[src/rtl/fpga2_dram_wr_ctrl.sv]
// fpga2_dram_wr_ctrl: drains the FPGA 2 rx FIFO into a DRAM ring buffer.
// Bursts have a fixed maximum length, and their addresses increment and wrap.
// Ports:
//   FIFO read side: fifo_empty_i, fifo_rdata_i, fifo_count_i, fifo_rd_en_o
//   DRAM cmd:       cmd_valid_o, cmd_ready_i, cmd_addr_o, cmd_len_o
//   DRAM write:     wvalid_o, wready_i, wdata_o, wlast_o
//   DRAM response:  bvalid_i, berr_i
//   Status:         busy_o, err_o, wrap_o, words_o
// Control inputs: enable_i, err_clr_i.
// Optional macro FPGA2_DRAM_WR_FLUSH_EN adds an idle timer.
// When the timer expires, a partial burst is flushed.
module fpga2_dram_wr_ctrl #(
  parameter int unsigned ADDR_W       = 32,
  parameter int unsigned BURST_LEN    = 16,
  parameter int unsigned BASE_ADDR    = 0,
  parameter int unsigned REGION_WORDS = 4096,
  parameter int unsigned FLUSH_CYCLES = 256
) (
  input  logic              clk,
  input  logic              rst,
  input  logic              enable_i,
  input  logic              err_clr_i,
  input  logic              fifo_empty_i,
  input  logic [31:0]       fifo_rdata_i,
  input  logic [9:0]        fifo_count_i,
  output logic              fifo_rd_en_o,
  output logic              cmd_valid_o,
  input  logic              cmd_ready_i,
  output logic [ADDR_W-1:0] cmd_addr_o,
  output logic [8:0]        cmd_len_o,
  output logic              wvalid_o,
  input  logic              wready_i,
  output logic [31:0]       wdata_o,
  output logic              wlast_o,
  input  logic              bvalid_i,
  input  logic              berr_i,
  output logic              busy_o,
  output logic              err_o,
  output logic              wrap_o,
  output logic [31:0]       words_o
);

  localparam int unsigned OFF_W = $clog2(REGION_WORDS + 1);

  typedef enum logic [2:0] {
    IDLE,
    CMD,
    DATA,
    RESP,
    ERR
  } state_t;

  state_t           state;
  logic [OFF_W-1:0] offset;
  logic [8:0]       beat;
  logic [31:0]      cnt32;
  logic [31:0]      wte;
  logic [31:0]      len_calc;
  logic [31:0]      off_nxt;
  logic [32:0]      words_sum;
  logic             flush_due;
  logic             start;
  logic             beat_acc;
  logic             last_beat;

  assign cnt32 = 32'(fifo_count_i);

  // Length is clipped by queued words, burst size and ring end.
  always_comb begin
    wte      = REGION_WORDS - 32'(offset);
    len_calc = cnt32;
    if (len_calc > BURST_LEN) len_calc = BURST_LEN;
    if (len_calc > wte)       len_calc = wte;
  end

  // A short ring tail starts as soon as it can be filled completely.
  assign start = enable_i && !err_o && (len_calc != 32'd0) &&
                 ((cnt32 >= BURST_LEN) || (cnt32 >= wte) || flush_due);

  assign wvalid_o     = (state == DATA) && !fifo_empty_i;
  assign wdata_o      = (state == DATA) ? fifo_rdata_i : 32'd0;
  assign beat_acc     = wvalid_o && wready_i;
  assign fifo_rd_en_o = beat_acc;
  assign last_beat    = (beat == cmd_len_o - 9'd1);
  assign wlast_o      = (state == DATA) && last_beat;
  assign busy_o       = (state != IDLE);

  assign off_nxt   = 32'(offset) + 32'(cmd_len_o);
  assign words_sum = {1'b0, words_o} + 33'(cmd_len_o);

`ifdef FPGA2_DRAM_WR_FLUSH_EN
  localparam int unsigned FT_W = $clog2(FLUSH_CYCLES + 1);

  logic [FT_W-1:0] flush_tmr;

  assign flush_due = (32'(flush_tmr) >= FLUSH_CYCLES);

  always_ff @(posedge clk) begin
    if (rst || start || fifo_empty_i || (fifo_count_i == 10'd0)) begin
      flush_tmr <= '0;
    end else if ((state == IDLE) && (cnt32 < BURST_LEN) && !flush_due) begin
      flush_tmr <= flush_tmr + FT_W'(1);
    end
  end
`else
  logic unused_flush;

  assign unused_flush = (FLUSH_CYCLES == 0);
  assign flush_due    = 1'b0;
`endif

  always_ff @(posedge clk) begin
    if (rst) begin
      state       <= IDLE;
      offset      <= '0;
      beat        <= '0;
      cmd_valid_o <= 1'b0;
      cmd_addr_o  <= '0;
      cmd_len_o   <= '0;
      err_o       <= 1'b0;
      wrap_o      <= 1'b0;
      words_o     <= '0;
    end else begin
      wrap_o <= 1'b0;
      unique case (state)
        IDLE: begin
          if (start) begin
            state       <= CMD;
            cmd_valid_o <= 1'b1;
            cmd_len_o   <= 9'(len_calc);
            cmd_addr_o  <= ADDR_W'(BASE_ADDR) +
                           (ADDR_W'(offset) << 2);
          end
        end
        CMD: begin
          if (cmd_ready_i) begin
            cmd_valid_o <= 1'b0;
            beat        <= '0;
            state       <= DATA;
          end
        end
        DATA: begin
          if (beat_acc) begin
            if (last_beat) begin
              beat  <= '0;
              state <= RESP;
            end else begin
              beat <= beat + 9'd1;
            end
          end
        end
        RESP: begin
          // The burst is consumed whether or not it failed.
          if (bvalid_i) begin
            if (off_nxt == REGION_WORDS) begin
              offset <= '0;
              wrap_o <= 1'b1;
            end else begin
              offset <= OFF_W'(off_nxt);
            end
            words_o <= words_sum[32] ? 32'hFFFF_FFFF : words_sum[31:0];
            if (berr_i) begin
              err_o <= 1'b1;
              state <= ERR;
            end else begin
              state <= IDLE;
            end
          end
        end
        ERR: begin
          if (err_clr_i) begin
            err_o <= 1'b0;
            state <= IDLE;
          end
        end
        default: state <= IDLE;
      endcase
    end
  end

endmodule

[config.mk]
export PLATFORM = sky130hd
export DESIGN_NAME = fpga2_dram_wr_ctrl
export DESIGN_NICKNAME = d
export VERILOG_FILES = /design/src/rtl/fpga2_dram_wr_ctrl.sv
export SDC_FILE = /design/constraint.sdc
export NUM_CORES = 1
export LEC_CHECK = 0
export CAP_MARGIN = 25
export CORE_ASPECT_RATIO = 1.25
export CORE_MARGIN = 3
export CORE_UTILIZATION = 40
export DETAILED_ROUTE_END_ITERATION = 12
export PLACE_DENSITY = 0.68
export SLEW_MARGIN = 30
export SYNTH_ARGS = -nofsm -noshare
export SYNTH_HDL_FRONTEND = slang
export SYNTH_SLANG_ARGS = --single-unit
[constraint.sdc]
create_clock -name clk -period 4.6 [get_ports clk]
set_input_delay 1.38 -clock clk [delete_from_list [all_inputs] [get_ports clk]]
set_output_delay 1.38 -clock clk [all_outputs]
set_load 0.05 [all_outputs]
==> results.py <==
metrics = {
    "final_layout": {
        "fillCellCount": 1442,
        "layout_common_cells": "140 x clkdlybuf4s50_1, 82 x dfxtp_1, 72 x nor2_1",
        "diodes": 0,
        "finish.instance_area_sq_um": 8220,
        "layout-drive-gt1-share_pct": 9.59,
        "area_growth_pct": 33.7,
        "mostFrequentLayoutCell": "clkdlybuf4s50_1",
        "layout.nets": 1017,
    },
    "detailed_routing": {
        "drtIter0Drc": 301,
        "wl_per_cell_um": 15.8,
        "drc": 0,
        "viasPerCell": 5.44,
        "antenna_left": 0,
        "drt_pass1_iterations": 5,
        "wirelength_um": 17600,
        "num_vias": 6036,
    },
    "placement": {
        "portBuffers": 143,
        "place.gp.congestion": 0.844,
        "hpwlAfterDp_um": 13100,
        "dpl_cell_area_sq_um": 7850,
    },
    "grt": {
        "grt_pass1_vias": 5784,
        "overflow": 0,
        "grt_usage_pct": 20.6,
        "grt_start_max_net_pins": 59,
        "antenna_found_initial": 0,
        "grt_pass1_wl_um": 28100,
    },
    "floorplan": {
        "die_h_um": 145,
        "num_rows": 50,
        "coreArea_sq_um": 15000,
        "start_util_pct": 40.9,
        "die_x_um": 117,
        "io_pins": 163,
        "dieArea_sq_um": 16900,
    },
    "timing": {
        "finalCritPeriodShare_pct": 96.9,
        "hold_violations": 0,
        "min_period_ps": 4460,
        "slew_headroom_pct": 54.9,
        "fin_skew_ps": 11.0,
        "drv_slew": 0,
        "finalSetupViolations": 0,
        "fmax_ghz": 0.224,
        "tightest_slew_ps": 675,
    },
    "yosys": {
        "synth-async-reset-ratio_pct": 0,
        "ys_seq_area_share_pct": 26.7,
        "synth_edf_count": 0,
        "synth.top_cell.area_share_pct": 26.7,
        "yosysUniqueCellTypes": 75,
        "synth_top_family_by_area": "simple AND/OR/NAND/NOR gates",
        "synth_compound_area_share_pct": 22.3,
        "syn_area_per_cell_sq_um": 7.99,
        "yosys.area_share.adder_pct": 9.00,
        "synthXorXnorAreaFrac_pct": 8.12,
        "synthFlopType": "dfxtp_1",
        "synthSimpleGateAreaFrac_pct": 24.2,
        "yosys.area.top_type": "dfxtp_1",
        "syn-cell-area_sq_um": 6150,
        "synth_seq_cells": 82,
        "syn_inst": 769,
        "synth_area_leaders": "dfxtp_1 27%, ha_1 8.3%, xnor2_1 5.1%",
        "ys_warn_count": 0,
        "muxShareOfSynthArea_pct": 1.77,
    },
    "run": {
        "drv_cap": 0,
    },
    "setup_path": {
        "start_kind": "primary input",
        "worstPathRequired_ps": 4830,
        "startpoint": "fifo_count_i[2]",
        "timing.rr.end": "cmd_len_o[8]$_SDFFE_PP0P_",
        "critical_path.max_fanout": 7,
        "r2r_start": "offset[0]$_SDFFE_PP0P_",
        "endpoint_kind": "register",
        "cp.arrival_ps": 4690,
        "crit_end": "cmd_len_o[8]$_SDFFE_PP0P_",
        "rrSetupSlack_ps": 910,
        "reg2reg_depth": 11,
        "crit_type": "in2reg",
    },
    "clock_tree": {
        "root_buffer": "clkbuf_16",
        "clock-sinks": 82,
        "h-tree-depth": 3,
        "ctsHoldBuffers": 0,
        "cts_tree": "yes",
        "clockBufferDepth": 2,
        "clk_latency_ps": 340,
        "cts_made_buffers": 9,
        "path_clk_slew_ps": 70,
    },
    "worst_hold_path": {
        "hold_path_class": "reg2reg",
    },
    "status": {
        "outcome": "finished clean",
    },
    "power": {
        "power_mw": 2.08,
        "p_per_area_nw_per_um2": 253,
        "p_leak_nw": 3.13,
        "ir_worst_vdd_uv": 155,
    },
}
==> where the power goes <==
group / total, mW / leakage (nW) / internal, mW / switching (mW)
registers: 0.757 / 0.662 / 0.724 / 0.0324
logic: 0.563 / 2.32 / 0.221 / 0.342
clock network: 0.758 / 0.146 / 0.441 / 0.317
total: 2.08 / 3.13 / 1.39 / 0.692
==> area by class of cell <==
cell class                 count  area (sq um)  share of cell area, %
clock buffer                  10           239                   2.91
clock inverter                 6          71.3                  0.868
inverter                      35           131                   1.60
multi-input combinational    611          4140                   50.4
sequential                    82          1640                   20.0
tap                          182           228                   2.77
timing repair buffer         184          1770                   21.5
==> sequential cells by signal (all words and copies together), names as in the netlist <==
name,count
beat,9
cmd_addr_o,13
cmd_len_o,9
cmd_valid_o,1
err_o,1
offset,13
state,3
words_o,32
wrap_o,1
==> worst min-delay path by stage <==
| stage | start | end | slack, ps | depth (start not counted) |
|---|---|---|---|---|
| finish | cmd_addr_o[11]$_SDFFE_PP0P_ | cmd_addr_o[11]$_SDFFE_PP0P_ | 470 | 2 |
| global route | cmd_addr_o[5]$_SDFFE_PP0P_ | cmd_addr_o[5]$_SDFFE_PP0P_ | 500 | 2 |
| CTS | cmd_addr_o[11]$_SDFFE_PP0P_ | cmd_addr_o[11]$_SDFFE_PP0P_ | 470 | 2 |
| detailed placement | cmd_addr_o[2]$_SDFFE_PP0P_ | cmd_addr_o[2]$_SDFFE_PP0P_ | 460 | 2 |
| global placement | cmd_addr_o[5]$_SDFFE_PP0P_ | cmd_addr_o[5]$_SDFFE_PP0P_ | 460 | 2 |
| floorplan | offset[11]$_SDFFE_PP0P_ | cmd_addr_o[13]$_SDFFE_PP0P_ | 490 | 2 |
==> metal layers <==
| layer | global-route usage (%) | routed length (um) | vias up |
|---|---|---|---|
| met3 | 3.56 | 917 | 27 |
| met2 | 35.5 | 8510 | 193 |
| met5 | 0 | 0 | - |
| met1 | 25.8 | 7780 | 2781 |
| met4 | 7.25 | 374 | 0 |
| li1 | - | - | 3035 |
==> cells by family (layout without fill, tap and decap cells) <==
kind of cell	count (synthesis)	in the layout
other	1	24
AO/OA/AOI/OAI	195	195
XOR/XNOR	57	57
flip-flops	82	82
AND/OR/NAND/NOR	282	282
multiplexers	10	10
adder cells (fa/ha/maj)	43	43
buffers and inverters	99	235
==> synthesized netlist by cell type, drive strengths merged, types with 7 or more instances <==
cell    count
nand4      12
o211ai     18
clkbuf     35
o31ai      15
and2       37
a21oi      54
a311oi     13
nand3      16
o21ai      28
nor2       73
nor2b      12
ha         41
and3       11
mux2        7
xnor2      36
xor2       21
nand2      46
a211oi     14
nor3       30
buf        29
inv        35
dfxtp      82
a21o        8
or3        10
==> worst max-delay path: stages <==
cell and delay, ps:
clkdlybuf4s50_1 470, nor4_4 300, inv_1 80, a21oi_2 190, and2_1 180, ha_1 250
and3_1 200, a221o_1 290, a221o_1 390, o211ai_4 160, o31ai_4 150, nor3_4 250
mux2_2 380
==> per-stage QoR <==
| step | TNS [ps] | worst slack (ps) | util (%) | hold WS [ps] | instances |
|---|---|---|---|---|---|
| 3_5_place_dp | -5390 | -293 | 52.3 | 463 | 1090 |
| 4_1_cts | 0 | 42.7 | 54.3 | 475 | 1106 |
| 5_1_grt | -6.58 | -6.58 | 54.7 | 504 | 1110 |
| 2_1_floorplan | 0 | 75.6 | - | 487 | 792 |
| 3_3_place_gp | -4120 | -220 | 52.3 | 459 | 1090 |
| 6_report | 0 | 145 | 54.7 | 472 | 1110 |
==> what timing repair did <==
item / 4_1_cts / 5_1_grt
resized for setup: 0 / 3
setup buffers: 0 / 4
setup endpoints to repair: 0 / 24
(Power assumes the default switching activity.)
